--- config.mk ---
export PLATFORM = sky130hd
export DESIGN_NAME = digital_loop_filter
export DESIGN_NICKNAME = d
export VERILOG_FILES = /design/src/rtl/dlf_pkg.sv /design/src/rtl/pfd_sync.sv /design/src/rtl/digital_loop_filter.sv
export SDC_FILE = /design/constraint.sdc
export NUM_CORES = 1
export LEC_CHECK = 0
export BUFFER_PORTS_ARGS = -buffer_cell sky130_fd_sc_hd__buf_2
export CORE_ASPECT_RATIO = 0.8
export CORE_MARGIN = 3
export CORE_UTILIZATION = 25
export CTS_BUF_LIST = sky130_fd_sc_hd__clkbuf_16
export DETAILED_ROUTE_END_ITERATION = 10
export GPL_TIMING_DRIVEN = 0
export PLACE_DENSITY = 0.38
export SETUP_SLACK_MARGIN = 0.05
export SLEW_MARGIN = 25
export SYNTH_ARGS = -nofsm -noshare
export SYNTH_HDL_FRONTEND = slang
export SYNTH_SLANG_ARGS = --single-unit
--- constraint.sdc ---
create_clock -name clk -period 12.6 [get_ports clk]
set_input_delay 3.78 -clock clk [delete_from_list [all_inputs] [get_ports clk]]
set_output_delay 3.78 -clock clk [all_outputs]
set_load 0.01 [all_outputs]
--- src/rtl/dlf_pkg.sv ---
// Shared types, error encoding and saturation-bound helpers for the digital loop filter.
package dlf_pkg;

  typedef enum logic [1:0] {
    IDLE    = 2'd0,
    ACQUIRE = 2'd1,
    LOCKED  = 2'd2,
    HOLD    = 2'd3
  } lock_state_e;

  // Two's-complement codes for the per-clock phase error.
  localparam logic [1:0] ERR_ZERO = 2'b00;
  localparam logic [1:0] ERR_POS  = 2'b01;
  localparam logic [1:0] ERR_NEG  = 2'b11;

  function automatic logic [1:0] err_encode(input logic up_bit, input logic dn_bit);
    logic [1:0] code;
    case ({up_bit, dn_bit})
      2'b10:   code = ERR_POS;
      2'b01:   code = ERR_NEG;
      default: code = ERR_ZERO;
    endcase
    return code;
  endfunction

  function automatic int ctrl_upper(input int cw);
    return (32'sd1 <<< cw) - 32'sd1;
  endfunction

  function automatic int acc_upper(input int cw, input int frac_w, input int center);
    return (ctrl_upper(cw) - center) <<< frac_w;
  endfunction

  function automatic int acc_lower(input int frac_w, input int center);
    return -(center <<< frac_w);
  endfunction

endpackage

--- src/rtl/pfd_sync.sv ---
// Two-flop synchronizer bank bringing the asynchronous PFD pulses into the filter clock domain.
module pfd_sync #(
  parameter int W = 2
) (
  input  logic         clk,
  input  logic         rst,
  input  logic [W-1:0] din,
  output logic [W-1:0] dout
);

  logic [W-1:0] meta_r;
  logic [W-1:0] sync_r;

  // Two capture stages per bit; the first stage may go metastable.
  always_ff @(posedge clk) begin
    if (rst) begin
      meta_r <= '0;
      sync_r <= '0;
    end else begin
      meta_r <= din;
      sync_r <= meta_r;
    end
  end

  assign dout = sync_r;

endmodule

--- src/rtl/digital_loop_filter.sv ---
// Proportional-integral loop filter turning PFD up/dn pulses into a saturated DCO control word,
// with a windowed lock detector.
module digital_loop_filter
  import dlf_pkg::*;
#(
  parameter int CW          = 10,
  parameter int FRAC_W      = 6,
  parameter int KP_SHIFT    = 4,
  parameter int KI_SHIFT    = 0,
  parameter int CENTER      = 512,
  parameter int LOCK_WINDOW = 64,
  parameter int LOCK_TOL    = 2,
  parameter int LOCK_COUNT  = 4
) (
  input  logic          clk,
  input  logic          ext_rst,
  input  logic          enable,
  input  logic          freeze,
  input  logic          up,
  input  logic          dn,
  output logic [CW-1:0] ctrl_word,
  output logic          lock,
  output logic [1:0]    lock_state
);

  localparam int AW    = CW + FRAC_W + 1;
  localparam int WW    = CW + 2;
  localparam int WIN_W = $clog2(LOCK_WINDOW);
  localparam int ECW   = $clog2(LOCK_TOL + 2);
  localparam int QW    = $clog2(LOCK_COUNT + 1);

  localparam logic signed [AW-1:0] ACC_MAX  = AW'(acc_upper(CW, FRAC_W, CENTER));
  localparam logic signed [AW-1:0] ACC_MIN  = AW'(acc_lower(FRAC_W, CENTER));
  localparam logic signed [WW-1:0] CENTER_W = WW'(CENTER);
  localparam logic signed [WW-1:0] CMAX_W   = WW'(ctrl_upper(CW));
  localparam logic [WIN_W-1:0]     WIN_LAST = WIN_W'(LOCK_WINDOW - 1);
  localparam logic [ECW-1:0]       ERR_SAT  = ECW'(LOCK_TOL + 1);
  localparam logic [ECW-1:0]       ERR_TOL  = ECW'(LOCK_TOL);
  localparam logic [QW-1:0]        Q_LAST   = QW'(LOCK_COUNT - 1);

  logic [1:0]           sync_s;
  logic [1:0]           err_s;
  logic signed [AW-1:0] acc_r, acc_next_s, acc_sum_s, acc_int_s;
  logic signed [WW-1:0] prop_s, sum_s;
  logic [CW-1:0]        ctrl_r, ctrl_next_s;

  lock_state_e          state_r, state_next_s;
  logic [WIN_W-1:0]     win_r, win_next_s;
  logic [ECW-1:0]       errc_r, errc_next_s, errc_inc_s;
  logic [QW-1:0]        quiet_r, quiet_next_s;
  logic                 lock_r, lock_next_s;
  logic                 win_end_s, quiet_win_s, err_nz_s;

  pfd_sync #(.W(2)) u_sync (
    .clk  (clk),
    .rst  (ext_rst),
    .din  ({up, dn}),
    .dout (sync_s)
  );

  assign err_s     = err_encode(sync_s[1], sync_s[0]);
  assign acc_sum_s = acc_r + (AW'($signed(err_s)) <<< KI_SHIFT);

  // Integrator update with clamping, then the saturated control word.
  always_comb begin
    acc_next_s  = acc_r;
    prop_s      = '0;
    ctrl_next_s = CW'(CENTER);
    if (!enable) begin
      acc_next_s = '0;
    end else if (freeze) begin
      acc_next_s = acc_r;
    end else begin
      prop_s = WW'($signed(err_s)) <<< KP_SHIFT;
      if (acc_sum_s > ACC_MAX) begin
        acc_next_s = ACC_MAX;
      end else if (acc_sum_s < ACC_MIN) begin
        acc_next_s = ACC_MIN;
      end else begin
        acc_next_s = acc_sum_s;
      end
    end
    acc_int_s = acc_next_s >>> FRAC_W;
    sum_s     = CENTER_W + $signed(acc_int_s[WW-1:0]) + prop_s;
    if (!enable) begin
      ctrl_next_s = CW'(CENTER);
    end else if (sum_s[WW-1]) begin
      ctrl_next_s = '0;
    end else if (sum_s > CMAX_W) begin
      ctrl_next_s = CMAX_W[CW-1:0];
    end else begin
      ctrl_next_s = sum_s[CW-1:0];
    end
  end

  assign err_nz_s    = (err_s != ERR_ZERO);
  assign errc_inc_s  = (err_nz_s && (errc_r != ERR_SAT)) ? errc_r + ECW'(1) : errc_r;
  assign win_end_s   = (win_r == WIN_LAST);
  assign quiet_win_s = (errc_inc_s <= ERR_TOL);

  // Lock detector next-state: window bookkeeping and transition priority.
  always_comb begin
    state_next_s = state_r;
    win_next_s   = win_r;
    errc_next_s  = errc_r;
    quiet_next_s = quiet_r;
    lock_next_s  = lock_r;
    if (!enable) begin
      state_next_s = IDLE;
      win_next_s   = '0;
      errc_next_s  = '0;
      quiet_next_s = '0;
      lock_next_s  = 1'b0;
    end else begin
      case (state_r)
        IDLE: begin
          state_next_s = ACQUIRE;
          win_next_s   = '0;
          errc_next_s  = '0;
          quiet_next_s = '0;
          lock_next_s  = 1'b0;
        end
        ACQUIRE, LOCKED: begin
          if (freeze) begin
            state_next_s = HOLD;
          end else if (win_end_s) begin
            win_next_s  = '0;
            errc_next_s = '0;
            if (!quiet_win_s) begin
              state_next_s = ACQUIRE;
              quiet_next_s = '0;
              lock_next_s  = 1'b0;
            end else if (state_r == ACQUIRE && quiet_r == Q_LAST) begin
              state_next_s = LOCKED;
              quiet_next_s = '0;
              lock_next_s  = 1'b1;
            end else if (state_r == ACQUIRE) begin
              quiet_next_s = quiet_r + QW'(1);
            end else begin
              quiet_next_s = quiet_r;
            end
          end else begin
            win_next_s  = win_r + WIN_W'(1);
            errc_next_s = errc_inc_s;
          end
        end
        HOLD: begin
          if (!freeze) begin
            state_next_s = ACQUIRE;
            win_next_s   = '0;
            errc_next_s  = '0;
            lock_next_s  = 1'b0;
          end else begin
            state_next_s = HOLD;
          end
        end
        default: begin
          state_next_s = IDLE;
          lock_next_s  = 1'b0;
        end
      endcase
    end
  end

  // State and output registers with synchronous reset.
  always_ff @(posedge clk) begin
    if (ext_rst) begin
      acc_r   <= '0;
      ctrl_r  <= CW'(CENTER);
      state_r <= IDLE;
      win_r   <= '0;
      errc_r  <= '0;
      quiet_r <= '0;
      lock_r  <= 1'b0;
    end else begin
      acc_r   <= acc_next_s;
      ctrl_r  <= ctrl_next_s;
      state_r <= state_next_s;
      win_r   <= win_next_s;
      errc_r  <= errc_next_s;
      quiet_r <= quiet_next_s;
      lock_r  <= lock_next_s;
    end
  end

  assign ctrl_word  = ctrl_r;
  assign lock       = lock_r;
  assign lock_state = state_r;

endmodule

==> results.py <==
metrics = {
    "run_status": {
        "status": "complete, no violations",
    },
    "critical_path": {
        "end_kind": "flop",
        "critPathKind": "primary input to flop",
        "start_kind": "primary input",
        "cp.required_ns": 12.79,
        "critPathLaunch": "freeze",
        "worstPathArrival_ns": 7.71,
        "rr_startpoint": "u_sync.dout[1]",
        "cp_slowest_cell": "clkbuf_1",
        "critPathMaxStageDelay_ns": 0.52,
        "cp_max_fo": 10,
        "cp_cell_sequence": "clkbuf_1 -> clkbuf_1 -> nor3_1 -> a21o_1 -> a22oi_1 -> a21oi_1 -> ha_1 -> ha_1 -> inv_1 -> fa_1 -> inv_1 -> a21oi_1 -> o21bai_1 -> a21o_1 -> a21oi_1 -> xor2_1 -> or2_2 -> buf_1 -> a41oi_1",
        "cp_common_cell": "a21oi_1",
    },
    "floorplanning": {
        "rows": 39,
        "pin_count": 19,
        "initial_core_util": 0.262,
        "fp.dieW_microns": 144,
        "die_area_sq_um": 16800,
        "coreArea_sq_um": 14600,
        "die_y_microns": 117,
    },
    "logic_synthesis": {
        "syn-instance-count": 496,
        "synth_area_per_cell_sq_um": 7.70,
        "synth.distinct_cells": 69,
        "syn-num-nets": 527,
        "synthesis.area_sq_um": 3820,
        "ys_warn_count": 0,
        "synth_edf_count": 0,
        "yosysSeqAreaShare": 0.236,
        "synth_seq_cells": 45,
        "async_reset_ff_frac": 0,
        "synth_ff_type": "dfxtp_1",
    },
    "routing": {
        "wl_microns": 12300,
        "vias": 3675,
        "wl_per_cell_microns": 17.5,
        "postRouteAntennaNets": 0,
        "drt-pass1-iter-count": 5,
        "vias_per_cell": 5.21,
        "drtIter0Drc": 318,
        "drc": 0,
    },
    "pwr": {
        "power_uw": 356,
        "ir_worst_vdd_mv": 0.0439,
        "power.leakage_nw": 1.69,
        "power.density_nw_per_um2": 83.5,
    },
    "min_path": {
        "hp-start": "u_sync.meta_r[0]",
        "worstHoldPathType": "flop to flop",
    },
    "placement": {
        "dp_hpwl_microns": 9400,
        "numPortBuffers": 17,
        "placed_area_sq_um": 4130,
        "place_congestion": 0.806,
    },
    "clock_tree": {
        "clock_path_buffers": 2,
        "cts_sinks": 45,
        "cts_tree": "yes",
        "cts-resized-gates": 0,
        "cts.clk_slew.worst_paths_ns": 0.06,
        "clk_latency_ns": 0.29,
        "cts-htree-levels": 2,
        "cts_setup_buffers": 0,
        "ctsRootBufferMaster": "clkbuf_16",
        "holdBufCountCts": 0,
        "cts_buffers": 5,
    },
    "sta": {
        "worst_clock_skew_ns": 0.00796,
        "min_period_over_period": 0.597,
        "setup_viol_count_final": 0,
        "worstMarginPinSlew_ns": 0.654,
        "max_freq_mhz": 133,
        "period_needed_ns": 7.52,
        "drv_slew": 0,
        "rsz0062_at_grt": "false",
        "maxSlewHeadroom": 0.564,
        "fin_setup_tns_ns": 0,
        "hold_ws_ns": 0.439,
        "timing.final.hold_violations": 0,
    },
    "global_routing": {
        "grt_pass1_wl_microns": 20100,
        "grt_pass1_vias": 3550,
        "grt.met3_usage": 0.0205,
        "grt_use_total": 0.152,
        "grt_max_degree": 14,
        "met1_usage": 0.240,
        "antenna_found_initial": 0,
        "gr-total-overflow": 0,
        "grtUsageMet2": 0.220,
        "grt_most_used_layer": "met1",
    },
    "finish": {
        "fin_util": 0.293,
        "nets": 551,
        "fillCellCount": 1638,
        "syn2layout_area_growth_pct": 11.9,
        "antenna_cells": 0,
        "final_area_sq_um": 4270,
        "drive_gt1_frac": 0.106,
    },
    "run": {
        "max_cap_violations": 0,
    },
}
[worst max-delay path, delay by kind of cell]
family          cells  cell delay, ns
xor+xnor            1            0.16
compound gates      8            1.30
fa+ha+maj           3            0.85
buf+inv             5            1.19
simple gates        2            0.41
[report_power, final]
group	switching [mW]	internal (mW)
clock	0.0567	0.0722
combinational	0.0495	0.0283
sequential	0.00278	0.147
total	0.109	0.247
[area by class of cell]
type / count / area [sq um] / area share
clock buffer: 5 / 125 / 0.0293
timing repair buffer: 17 / 85.1 / 0.0199
multi-input combinational: 386 / 2620 / 0.613
clock inverter: 3 / 13.8 / 0.00322
buffer: 41 / 209 / 0.0489
sequential: 45 / 901 / 0.211
inverter: 24 / 90.1 / 0.0211
tap: 184 / 230 / 0.0539
[logic make-up (layout without fill, tap and decap cells)]
group | count (synthesis) | in the layout | share of synthesized area
adders and majority gates | 27 | 27 | 0.0895
DFF | 45 | 45 | 0.236
buffers and inverters | 65 | 90 | 0.0783
muxes | 5 | 5 | 0.0138
xor gates and xnor gates | 30 | 30 | 0.0760
and+or+nand+nor | 171 | 171 | 0.237
AOI/OAI and AO/OA | 153 | 153 | 0.269
[final timing paths]
kind	endpoint	slack, ns	depth (start not counted)
max reg2reg	ctrl_word[1]	5.39	32
max	ctrl_word[1]	5.08	19
min reg2reg	u_sync.dout[0]	0.44	1
min	u_sync.dout[0]	0.44	1
[registers in the layout, summed over array words and instances (netlist names)]
register       flops
acc_r             17
ctrl_word         10
errc_r             2
lock               1
lock_state         2
quiet_r            3
u_sync.dout        2
u_sync.meta_r      2
win_r              6
[routing by layer]
| layer | share of wire | vias to the layer above |
|---|---|---|
| li1 | - | 1844 |
| met1 | 0.54 | 1721 |
| met2 | 0.41 | 103 |
| met3 | 0.046 | 7 |
| met4 | 0.0070 | 0 |
| met5 | 0 | - |
[per-stage QoR]
| step | cells | worst slack (ns) |
|---|---|---|
| floorplan | 496 | 5.67 |
| global placement | 697 | 4.78 |
| detailed placement | 697 | 4.82 |
| CTS | 705 | 5.09 |
| global route | 705 | 4.65 |
| finish | 705 | 5.08 |
[cell usage after synthesis (5+ instances only)]
library cell	count	area [sq um]
nand4_1	7	43.8
clkbuf_1	20	75.1
inv_1	24	90.1
ha_1	24	300
and3_1	5	31.3
o31ai_1	5	37.5
xor2_1	14	123
dfxtp_1	45	901
nand3_1	12	60.1
nor3b_1	8	60.1
a21o_1	12	90.1
nor4_1	6	37.5
o21ai_0	27	135
a31oi_1	9	56.3
nand2b_1	7	43.8
a41oi_1	5	43.8
a21oi_1	35	175
and2_1	7	43.8
nor2b_1	14	87.6
nor3_1	14	70.1
nor2_1	41	154
buf_2	11	55.1
nand2_1	29	109
o21ai_1	8	40.0
a22oi_1	5	37.5
xnor2_1	14	123
[cell usage in the layout, fill, tap and decap left out, drive strengths merged, types with 3 or more instances in the layout]
cell type / count
o2111ai: 3
nand2: 29
nor2: 41
a21o: 12
or2: 4
a211o: 3
nor2b: 14
o2111a: 3
a21boi: 3
o31ai: 5
and2: 8
nand3: 12
buf: 38
xor2: 14
and3: 5
nand2b: 8
o211ai: 4
dfxtp: 45
nor3: 14
xnor2: 14
or3: 4
inv: 25
ha: 24
a22oi: 6
a31oi: 9
o21bai: 3
nor4: 6
a32oi: 4
o21ai: 35
mux2i: 3
o31a: 4
nand4: 7
nor3b: 8
a41oi: 5
a21oi: 36
a31o: 4
and3b: 4
clkbuf: 25
No activity file was read; power rests on OpenSTA's default activity.
